===== src/rtl/ps2_host_tx.sv =====
// PS/2 host-to-device transmitter: sends one command byte to the mouse over the
// shared open-drain clock/data pair and checks the device ACK.
module ps2_host_tx #(
  parameter int unsigned INHIBIT_CYCLES = 13000,
  parameter int unsigned SETUP_CYCLES   = 130,
  parameter int unsigned TIMEOUT_CYCLES = 2600000
) (
  input  logic       clk_i,
  input  logic       rst_ni,
  input  logic [7:0] tx_data_i,
  input  logic       tx_valid_i,
  output logic       tx_ready_o,
  input  logic       ps2_clk_i,
  input  logic       ps2_data_i,
  output logic       ps2_clk_oe_o,
  output logic       ps2_data_oe_o,
  output logic       busy_o,
  output logic       tx_done_o,
  output logic       tx_err_o,
  output logic [1:0] err_code_o
);

  localparam int unsigned MAX_A      = (INHIBIT_CYCLES > SETUP_CYCLES) ? INHIBIT_CYCLES : SETUP_CYCLES;
  localparam int unsigned MAX_CYCLES = (MAX_A > TIMEOUT_CYCLES) ? MAX_A : TIMEOUT_CYCLES;
  localparam int unsigned CW         = $clog2(MAX_CYCLES + 1);

  localparam logic [CW-1:0] INHIBIT_LAST = CW'(INHIBIT_CYCLES - 1);
  localparam logic [CW-1:0] SETUP_LAST   = CW'(SETUP_CYCLES - 1);
  localparam logic [CW-1:0] TIMEOUT_LAST = CW'(TIMEOUT_CYCLES - 1);
  localparam logic [CW-1:0] CNT_ONE      = CW'(1);

  localparam logic [1:0] ERR_NACK    = 2'b01;
  localparam logic [1:0] ERR_TIMEOUT = 2'b10;

  typedef enum logic [2:0] {
    S_IDLE,
    S_INHIBIT,
    S_START,
    S_SHIFT,
    S_ACK,
    S_WAIT_IDLE
  } state_t;

  state_t        state_q, state_d;
  logic [CW-1:0] cnt_q, cnt_d;
  logic [8:0]    shift_q, shift_d;
  logic          cur_bit_q, cur_bit_d;
  logic [3:0]    bit_cnt_q, bit_cnt_d;
  logic [1:0]    err_code_q, err_code_d;

  logic clk_meta_q, clk_sync_q, clk_prev_q;
  logic data_meta_q, data_sync_q;

  logic fall;
  logic timed;
  logic timeout_hit;

  // Lines idle high, so the synchronizers reset to 1 to avoid a phantom fall edge.
  always_ff @(posedge clk_i or negedge rst_ni) begin
    if (!rst_ni) begin
      clk_meta_q  <= 1'b1;
      clk_sync_q  <= 1'b1;
      clk_prev_q  <= 1'b1;
      data_meta_q <= 1'b1;
      data_sync_q <= 1'b1;
    end else begin
      clk_meta_q  <= ps2_clk_i;
      clk_sync_q  <= clk_meta_q;
      clk_prev_q  <= clk_sync_q;
      data_meta_q <= ps2_data_i;
      data_sync_q <= data_meta_q;
    end
  end

  always_ff @(posedge clk_i or negedge rst_ni) begin
    if (!rst_ni) begin
      state_q    <= S_IDLE;
      cnt_q      <= '0;
      shift_q    <= '0;
      cur_bit_q  <= 1'b1;
      bit_cnt_q  <= '0;
      err_code_q <= 2'b00;
    end else begin
      state_q    <= state_d;
      cnt_q      <= cnt_d;
      shift_q    <= shift_d;
      cur_bit_q  <= cur_bit_d;
      bit_cnt_q  <= bit_cnt_d;
      err_code_q <= err_code_d;
    end
  end

  assign fall        = clk_prev_q & ~clk_sync_q;
  assign timed       = (state_q == S_SHIFT) || (state_q == S_ACK) || (state_q == S_WAIT_IDLE);
  assign timeout_hit = timed && !fall && (cnt_q == TIMEOUT_LAST);

  always_comb begin
    state_d       = state_q;
    cnt_d         = cnt_q;
    shift_d       = shift_q;
    cur_bit_d     = cur_bit_q;
    bit_cnt_d     = bit_cnt_q;
    err_code_d    = err_code_q;
    tx_ready_o    = 1'b0;
    busy_o        = 1'b1;
    ps2_clk_oe_o  = 1'b0;
    ps2_data_oe_o = 1'b0;
    tx_done_o     = 1'b0;
    tx_err_o      = 1'b0;
    err_code_o    = err_code_q;

    case (state_q)
      S_IDLE: begin
        tx_ready_o = 1'b1;
        busy_o     = 1'b0;
        cnt_d      = '0;
        bit_cnt_d  = '0;
        if (tx_valid_i) begin
          shift_d   = {~^tx_data_i, tx_data_i};
          cur_bit_d = 1'b0;
          state_d   = S_INHIBIT;
        end
      end

      S_INHIBIT: begin
        ps2_clk_oe_o = 1'b1;
        if (cnt_q == INHIBIT_LAST) begin
          cnt_d   = '0;
          state_d = S_START;
        end else begin
          cnt_d = cnt_q + CNT_ONE;
        end
      end

      S_START: begin
        ps2_clk_oe_o  = 1'b1;
        ps2_data_oe_o = 1'b1;
        if (cnt_q == SETUP_LAST) begin
          cnt_d     = '0;
          cur_bit_d = 1'b0;
          state_d   = S_SHIFT;
        end else begin
          cnt_d = cnt_q + CNT_ONE;
        end
      end

      S_SHIFT: begin
        // cur_bit_q starts as the start bit and holds it until the first device fall.
        ps2_data_oe_o = ~cur_bit_q;
        if (fall) begin
          bit_cnt_d = bit_cnt_q + 4'd1;
          if (bit_cnt_q == 4'd9) begin
            cur_bit_d = 1'b1;
            state_d   = S_ACK;
          end else begin
            cur_bit_d = shift_q[0];
            shift_d   = {1'b0, shift_q[8:1]};
          end
        end
      end

      S_ACK: begin
        if (fall) begin
          if (data_sync_q) begin
            tx_err_o   = 1'b1;
            err_code_o = ERR_NACK;
            err_code_d = ERR_NACK;
            state_d    = S_IDLE;
          end else begin
            state_d = S_WAIT_IDLE;
          end
        end
      end

      S_WAIT_IDLE: begin
        if (clk_sync_q && data_sync_q) begin
          tx_done_o = 1'b1;
          state_d   = S_IDLE;
        end
      end

      default: begin
        state_d = S_IDLE;
      end
    endcase

    if (timed) begin
      cnt_d = fall ? '0 : cnt_q + CNT_ONE;
    end

    // Timeout overrides everything, including a done in the same cycle.
    if (timeout_hit) begin
      state_d       = S_IDLE;
      ps2_clk_oe_o  = 1'b0;
      ps2_data_oe_o = 1'b0;
      tx_done_o     = 1'b0;
      tx_err_o      = 1'b1;
      err_code_o    = ERR_TIMEOUT;
      err_code_d    = ERR_TIMEOUT;
    end
  end

endmodule


===== config.mk =====
export PLATFORM = sky130hd
export DESIGN_NAME = ps2_host_tx
export DESIGN_NICKNAME = d
export VERILOG_FILES = /design/src/rtl/ps2_host_tx.sv
export SDC_FILE = /design/constraint.sdc
export NUM_CORES = 1
export LEC_CHECK = 0
export BUFFER_PORTS_ARGS = -buffer_cell sky130_fd_sc_hd__buf_2
export CAP_MARGIN = 10
export CORE_ASPECT_RATIO = 0.9
export CORE_MARGIN = 2
export CORE_UTILIZATION = 60
export DETAILED_ROUTE_END_ITERATION = 10
export GPL_TIMING_DRIVEN = 0
export PLACE_DENSITY_LB_ADDON = 0.05
export SYNTH_ARGS = -nofsm -noshare
export SYNTH_HDL_FRONTEND = slang
export SYNTH_SLANG_ARGS = --single-unit

===== constraint.sdc =====
create_clock -name clk_i -period 2.8 [get_ports clk_i]
set_input_delay 0.56 -clock clk_i [delete_from_list [all_inputs] [get_ports clk_i]]
set_output_delay 0.56 -clock clk_i [all_outputs]
set_load 0.05 [all_outputs]

# ---- After elaboration in Yosys (flattened, before gate mapping)
# Index checks and enable logic that the tools add are counted.
dict set report op_classes {
  bitwise_logic 3
  n_reduce_logical 16
  mux 43
  eq_ne 20
  n_addsub 2
}
# op n
set ops {}
lappend ops {{22-bit 2-to-1 mux} 4}
lappend ops {{22-bit one-hot mux with 3 select lines} 1}
lappend ops {{3-bit 2-to-1 mux} 9}
lappend ops {{9-bit 2-to-1 mux} 3}
lappend ops {{22-bit by 1-bit adder with 22-bit output, second input constant} 1}
lappend ops {{22-bit by 14-bit == test with 1-bit output, second input constant} 1}
lappend ops {{22-bit == test, second input constant} 1}
lappend ops {{22-bit by 8-bit == test with 1-bit output, second input constant} 1}
lappend ops {{3-bit one-hot mux with 6 select lines} 1}
lappend ops {{9-bit one-hot mux with 2 select lines} 1}
lappend ops {{1-bit 2-to-1 mux} 16}
lappend ops {{3-bit != test, second input constant} 5}
lappend ops {{2-bit 2-to-1 mux} 4}
lappend ops {{2-bit != test, second input constant} 4}
lappend ops {{4-bit one-hot mux with 2 select lines} 1}
lappend ops {{4-bit AND reduction} 2}
lappend ops {{8-bit XNOR reduction} 1}
lappend ops {{7-bit AND reduction} 1}
lappend ops {{3-bit by 2-bit == test with 1-bit output, second input constant} 2}
lappend ops {{3-bit == test, second input constant} 2}
lappend ops {{3-bit by 2-bit != test with 1-bit output, second input constant} 2}
lappend ops {{4-bit by 1-bit adder with 4-bit output, second input constant} 1}
lappend ops {{4-bit == test, second input constant} 1}
lappend ops {{4-bit 2-to-1 mux} 1}
lappend ops {{other kinds (14)} 18}
dict set report totals {
  word_cells 95
  out_inout_bits 8
  input_bits 13
  regBits 46
}

# ---- Logic depth before layout (Yosys ltp)
# Gate-level depths: netlist of run 1.
dict set report depth {
  word_depth 7
  ltp_mapped 8
  mapped_depth_nobuf 7
}

# ---- Worst setup path after synthesis of run 1
# Ideal clock, no wire load.
dict set report synth_path {
  kind {register -> output}
  startpoint {register state_q[1]}
  endpoint {output err_code_o[0]}
  path_slack_ps 279
  required_time_ps 2240
  stages_incl_launch_ff 5
  t_arrival_ps 1961
  n_path_buf 0
  path_cell_list {dfrtp_1 > nand3b_1 > a21oi_1 > nand4_1 > a21boi_1}
}
dict set report synth_via {
  elab_chain_cells 6
  word_cells_on_any_way 9
  classes_between {eq/ne: 3; mux: 2; reduce/logical: 4}
}
# element line_no
set synth_lines {}
lappend synth_lines {{start, declared} 44} ;# state_t state_q, state_d;
lappend synth_lines {{start signal, assigned} 84} ;# state_q <= state_d;
lappend synth_lines {{3-bit by 2-bit == test with 1-bit output / 3-bit == test (equally long branches)} {94, 112}}
lappend synth_lines {{1-bit logical OR (2 in a row)} 94} ;# assign timed = (state_q == S_SHIFT) || (state_q == S_ACK) || (state_q == S_WAIT_IDLE);
lappend synth_lines {{1-bit logical AND (2 in a row)} 95} ;# assign timeout_hit = timed && !fall && (cnt_q == TIMEOUT_LAST);
lappend synth_lines {{2-bit 2-to-1 mux *} 192} ;# if (timeout_hit) begin
lappend synth_lines {{end, declared} 20} ;# output logic [1:0] err_code_o
# Mark *: on every way between the ends. The rest lies on a longest branch, timed or not.

# ---- Worst setup path in the final report of run 1
dict set report layout_path {
  startpoint {register cnt_q[0]}
  endpoint {output err_code_o[0]}
}
dict set report layout_via {
  elab_chain_cells 3
}
# element line_no
set layout_lines {}
lappend layout_lines {{start, declared} 45} ;# logic [CW-1:0] cnt_q, cnt_d;
lappend layout_lines {{start signal, assigned} 85} ;# cnt_q <= cnt_d;
lappend layout_lines {{22-bit == test} 95}
lappend layout_lines {{1-bit logical AND} 95}
lappend layout_lines {{2-bit 2-to-1 mux} 192}
# Every way passes these cells.

==> qor.txt, run 1 <==
outcome: completed
cell taking the most area after synthesis: dfrtp_1
TritonCTS Sinks: 46
Cell Count Post-Placement: 337
Core ar.: 0.00413 mm^2
synth unique cells: 46
Initial Util: 0.635
Synth Net Count: 286
Worst setup SP type: flip-flop
Largest stage delay, worst path: 0.46 ns
setup_tns: 0 ns
Final #Nets: 316
Ys Warns: 0
Antenna Cells: 0
layout cells sized above 1: 0.233
worst hold path type: input pin to flip-flop
vias in the first global route: 1,901
Adder-Cell Fraction of Synth Area: 0.0191
via count: 1,988
DRC: 0
clock buffer count from CTS: 5
Seq/Total Area, Yosys: 0.442
DP HPWL: 3.69 mm
Primary FF master, synth: dfrtp_1
first-pass GRT wire length: 8.81 mm
CP Capture Type: output port
Syn Std Cell Area: 0.00262 mm^2
max cap viols: 0
worst path required time: 2.24 ns
Initial DRC Count: 183
Clk pin slew, worst setup/hold paths: 0.09 ns
post-synthesis area per instance: 9.74 um^2
final wirelength: 5.08 mm
Compound-Gate Fraction of Synth Area: 0.0893
top post-synthesis cells by area: dfrtp_1 (38%), dfstp_2 (6.0%), xor2_1 (5.3%)
pre-CTS WS: 0.0449 ns
routability cong.: 0.848
IO Pins: 21
final worst slack: 0.166 ns
Simple-Gate Fraction of Synth Area: 0.287
CP max stage cell: dfrtp_1
count of final max-slew check failures: 0
Async S/R FF share, synth: 1.00
CP Class: flip-flop to output port
Worst Path Max Fanout: 7
FF+latch count, synth: 46
Yosys top cell area share: 0.382
clk_skew: 0.00364 ns
Critical path buffers and inverters: 2
H-tree depth: 2
RSZ-0062 raised after global routing: no
Leak: 1.33 nW
final hold vios: 0
Setup Viol. Count Final: 0
Final period util: 0.941
Post-synth EDFFs: 0
Mapped Cells: 269
die height: 66.7 um
die area: 0.00491 mm^2
Tmin final: 2.63 ns
WL/cell: 14.6 um
slew margin rel.: 0.328
total track usage: 0.233
critical path's top delay family: simple AND/OR/NAND/NOR gates
Post-Layout Cell Count: 348
peak supply drop: 379 uV
GR Overflow Total: 0
width of the die: 73.7 um
CTS tree: yes
hold buffers post-CTS: 0
post-synthesis mux area share: 0.0305
I/O Buffers: 20
Slew @ Worst Pin: 1.01 ns
largest family of logic cells by synthesized area: simple AND/OR/NAND/NOR gates
fmax: 380 MHz
Power Density: 396 mW/mm^2
area delta synth->final: 10.8%
Routed Antenna Nets: 0
vias per cell: 5.71
initial antenna violation count: 0
XOR/XNOR Fraction of Synth Area: 0.0969
std cell rows: 22
largest net degree at the start of global routing: 47
1st-pass router iterations: 4
crit path cell chain: ha_1 > nand3_1 > nor3b_1 > nand4_1 > buf_4 > a21boi_1 > buf_2
Arr. time, crit path: 2.07 ns
post-route cell area: 0.00290 mm^2
CTS Root Cell: clkbuf_8
clock latency at the later pin of the worst-skew pair: 0.30 ns
Max Root-Sink Buffers: 2
post-placement cell area: 0.00278 mm^2
[registers in the layout (all words and copies together) (netlist names)]
register / count
err_code_q: 2
state_q: 3
data_sync_q: 1
cur_bit_q: 1
clk_sync_q: 1
shift_q: 9
clk_prev_q: 1
clk_meta_q: 1
cnt_q: 22
data_meta_q: 1
bit_cnt_q: 4
[placed cells by master, fill, tap and decap left out, drive strengths merged, types with 2 or more instances in the layout]
cell type and count:
a21oi 16, and2 4, and3 5, and3b 2, and4 2, buf 28, clkbuf 11, clkinv 2
dfrtp 40, dfstp 6, ha 4, inv 7, mux2i 8, nand2 20, nand2b 3, nand3 13
nand4 14, nand4b 2, nor2 41, nor2b 3, nor3 6, nor3b 4, nor4 4, nor4b 2
o21ai 10, xnor2 13, xor2 16
[through the flow]
stage                     total power, mW  hold WS (ns)   util
after floorplan                     0.723         0.264      -
final                                1.15         0.346  0.703
after global placement              0.750         0.352  0.674
after global routing                 1.20         0.333  0.703
after CTS                            1.16         0.339  0.700
after detailed placement            0.752         0.352  0.674
[final cells by class]
cell class | instances | area [um^2]
plain buffers | 11 | 65.1
clock inverters | 3 | 21.3
multi-input cells | 205 | 1380
fillers | 341 | 1220
inverters | 7 | 26.3
clock buffers | 5 | 68.8
well taps | 48 | 60.1
flip-flops and latches | 46 | 1160
repair buffers | 23 | 123
[cell families after synthesis]
logic type / Yosys count
DFF: 46
xor gates and xnor gates: 29
and+or+nand+nor: 128
buffers and inverters: 18
muxes: 8
adders and majority gates: 4
AOI/OAI and AO/OA: 36
[synth_stat cells (2+ instances only)]
cell type	number
nand4_1	14
and4_1	2
nand2b_1	3
o21ai_1	5
nor3_1	4
dfstp_2	6
nor2b_1	3
ha_1	4
nor4_4	2
nor2_2	19
a21oi_1	16
and3_1	5
dfrtp_1	40
mux2i_1	8
xnor2_1	13
nand4b_1	2
nand3_1	13
nor4_1	2
nand2_1	20
nor2_1	22
clkbuf_1	6
buf_6	3
and2_1	4
xor2_1	16
nor3b_1	4
nor3_2	2
and3b_1	2
o21ai_0	5
inv_1	7
[routing by layer]
metal  GRT usage  wire (um)  vias to the layer above  share of wire
met2       0.340       2150                       43           0.42
li1            -          -                      991              -
met5           0          0                        -              0
met3      0.0469        224                        4          0.044
met1       0.352       2670                      950           0.53
met4      0.0568         31                        0         0.0061
[worst register-to-register path, stage by stage, from the launching register on]
cell,delay (ns)
dfrtp_1,0.46
nor4_4,0.32
nand4_1,0.16
o311a_1,0.43
nor4b_4,0.30
buf_6,0.22
nor3_2,0.06
[path summary, 6_finish.rpt]
check / startpoint / endpoint / slack (ns) / depth (start not counted)
max in group asynchronous: rst_ni / cnt_q[12] / 1.76 / 1
min in group asynchronous: rst_ni / bit_cnt_q[1] / 0.42 / 1
setup / recovery: cnt_q[0] / err_code_o[0] / 0.17 / 7
hold reg to reg: clk_meta_q / clk_sync_q / 0.36 / 0
hold / removal: ps2_data_i / data_meta_q / 0.35 / 1
setup reg to reg: cnt_q[16] / cnt_q[2] / 0.74 / 6
[what timing repair did]
action                     in CTS  in global routing
pin swaps                       1                  0
buffers inserted                2                  1
gates resized for setup         1                  1
setup endpoints to repair       5                  5
[where the power goes]
part / switching [mW] / total (mW) / internal [mW]
registers: 0.00629 / 0.683 / 0.677
logic: 0.0311 / 0.0546 / 0.0235
clock network: 0.236 / 0.412 / 0.176
(Power assumes the default switching activity.)
==> run 2, diff against run 1 <==
Settings changed: RECOVER_POWER from default to 50.
==> run 2 against run 1 <==
  * Final area did not move
  * Largest power group unchanged
  * First-iteration DRC count did not move
  * Critical path depth did not move
  * Cell count did not move
  * Highest routed layer unchanged
  * Worst hold slack improved by 0.00051 ns
  * Critical endpoint unchanged
  * Global-route usage did not move
  * Wire length barely moved
  * Via count rose by 0.15%
  * Maximum frequency barely moved
==> qor.txt, run 2 (synthesized netlist as in run 1, its figures left out) <==
initial antenna violation count: 0
Slew @ Worst Pin: 1.01 ns
total track usage: 0.233
CP Capture Type: output port
WHS: 0.346 ns
CTS tree: yes
Routed Antenna Nets: 0
Max Root-Sink Buffers: 2
final core occ: 0.703
via count: 1,991
WL/cell: 14.6 um
CP max stage cell: dfrtp_1
IO Pins: 21
FF/Latch Area: 0.00116 mm^2
total power draw: 1.15 mW
Worst R2R End: cnt_q[2]
vias in the first global route: 1,901
metal3 WL: 234 um
hold_sp: ps2_data_i
Antenna Cells: 0
fill count: 341
Arr. time, crit path: 2.07 ns
worst hold path type: input pin to flip-flop
worst reg-to-reg path cell count: 6
fmax: 380 MHz
CTS Root Cell: clkbuf_8
final wirelength: 5.09 mm
Clk pin slew, worst setup/hold paths: 0.09 ns
most common cell after layout, fill and taps aside: dfrtp_1
Power Density: 396 mW/mm^2
worst path required time: 2.24 ns
most frequent cells in the layout: dfrtp_1 (40), nor2_1 (22), buf_2 (21)
DP HPWL: 3.69 mm
clock buffer count from CTS: 5
Leak: 1.33 nW
Final #Nets: 316
hold depth: 1
Tmin final: 2.63 ns
TritonCTS Sinks: 46
die area: 0.00491 mm^2
Top reg by flops: cnt_q
max reg flops: 22
H-tree depth: 2
clock latency at the later pin of the worst-skew pair: 0.30 ns
area delta synth->final: 10.8%
final worst slack: 0.167 ns
Reg-to-Reg Start: cnt_q[16]
M1 WL: 2.66 mm
Crit path depth: 7
routability cong.: 0.848
slew margin rel.: 0.328
Top Registers: cnt_q x22, shift_q x9, bit_cnt_q x4
outcome: completed
1st-pass router iterations: 4
critical path's top delay family: simple AND/OR/NAND/NOR gates
crit path cell chain: ha_1 > nand3_1 > nor3b_1 > nand4_1 > buf_4 > a21boi_1 > buf_2
layout cells sized above 1: 0.230
width of the die: 73.7 um
RSZ-0062 raised after global routing: no
Final period util: 0.940
Worst setup SP type: flip-flop
I/O Buffers: 20
met2 wire len: 2.16 mm
Critical path buffers and inverters: 2
crit path to: err_code_o[0]
Core ar.: 0.00413 mm^2
vias per cell: 5.72
first-pass GRT wire length: 8.81 mm
Initial Util: 0.635
die height: 66.7 um
pre-CTS WS: 0.0449 ns
final hold vios: 0
CP Class: flip-flop to output port
clk_skew: 0.00361 ns
Initial DRC Count: 183
R2R setup slack: 0.74 ns
Largest stage delay, worst path: 0.46 ns
std cell rows: 22
setup_tns: 0 ns
peak supply drop: 379 uV
hold buffers post-CTS: 0
Worst Setup SP: cnt_q[0]
max cap viols: 0
DRC: 0
Worst Path Max Fanout: 7
area of the multi-input gates: 0.00138 mm^2
Top Layer Used: met4
GR Overflow Total: 0
largest net degree at the start of global routing: 47
Setup Viol. Count Final: 0
count of final max-slew check failures: 0
## run 2: cell counts in the layout (fill, tap and decap cells not counted)
Identical to the previous run, type by type.
## run 2: worst min path at each step
stage / endpoint / slack (ns)
floorplan: bit_cnt_q[0] / 0.26
global placement: clk_sync_q / 0.35
detailed placement: clk_sync_q / 0.35
CTS: clk_meta_q / 0.34
global route: clk_meta_q / 0.33
finish: data_meta_q / 0.35
## run 2: layer usage
layer  global-route usage  vias to the layer above
li1                     -                      991
met1                0.352                      950
met2                0.340                       46
met3               0.0469                        4
met4               0.0568                        0
met5                    0                        -
## run 2: final cells by class
cell class              instances  share of cell area
well taps                      48              0.0207
plain buffers                  11              0.0224
multi-input cells             205               0.476
inverters                       7             0.00905
repair buffers                 23              0.0422
flip-flops and latches         46               0.399
clock inverters                 3             0.00732
clock buffers                   5              0.0237
## run 2: timing repair
action,4_1_cts,5_1_grt
hold endpoints to repair,0,0
gates cloned,0,0
pin swaps,1,0
buffers inserted,2,1
endpoints found under the setup margin,5,5
gates resized for setup,1,1
## run 2: through the flow
stage,cell area [um^2],cells
2_1_floorplan,2620,269
3_3_place_gp,2780,337
3_5_place_dp,2780,337
4_1_cts,2890,347
5_1_grt,2900,348
6_report,2900,348
## run 2: report_power, final
part,internal (mW),switching [mW]
Sequential,0.677,0.00628
Clock,0.176,0.236
Combinational,0.0235,0.0311
Total,0.876,0.273
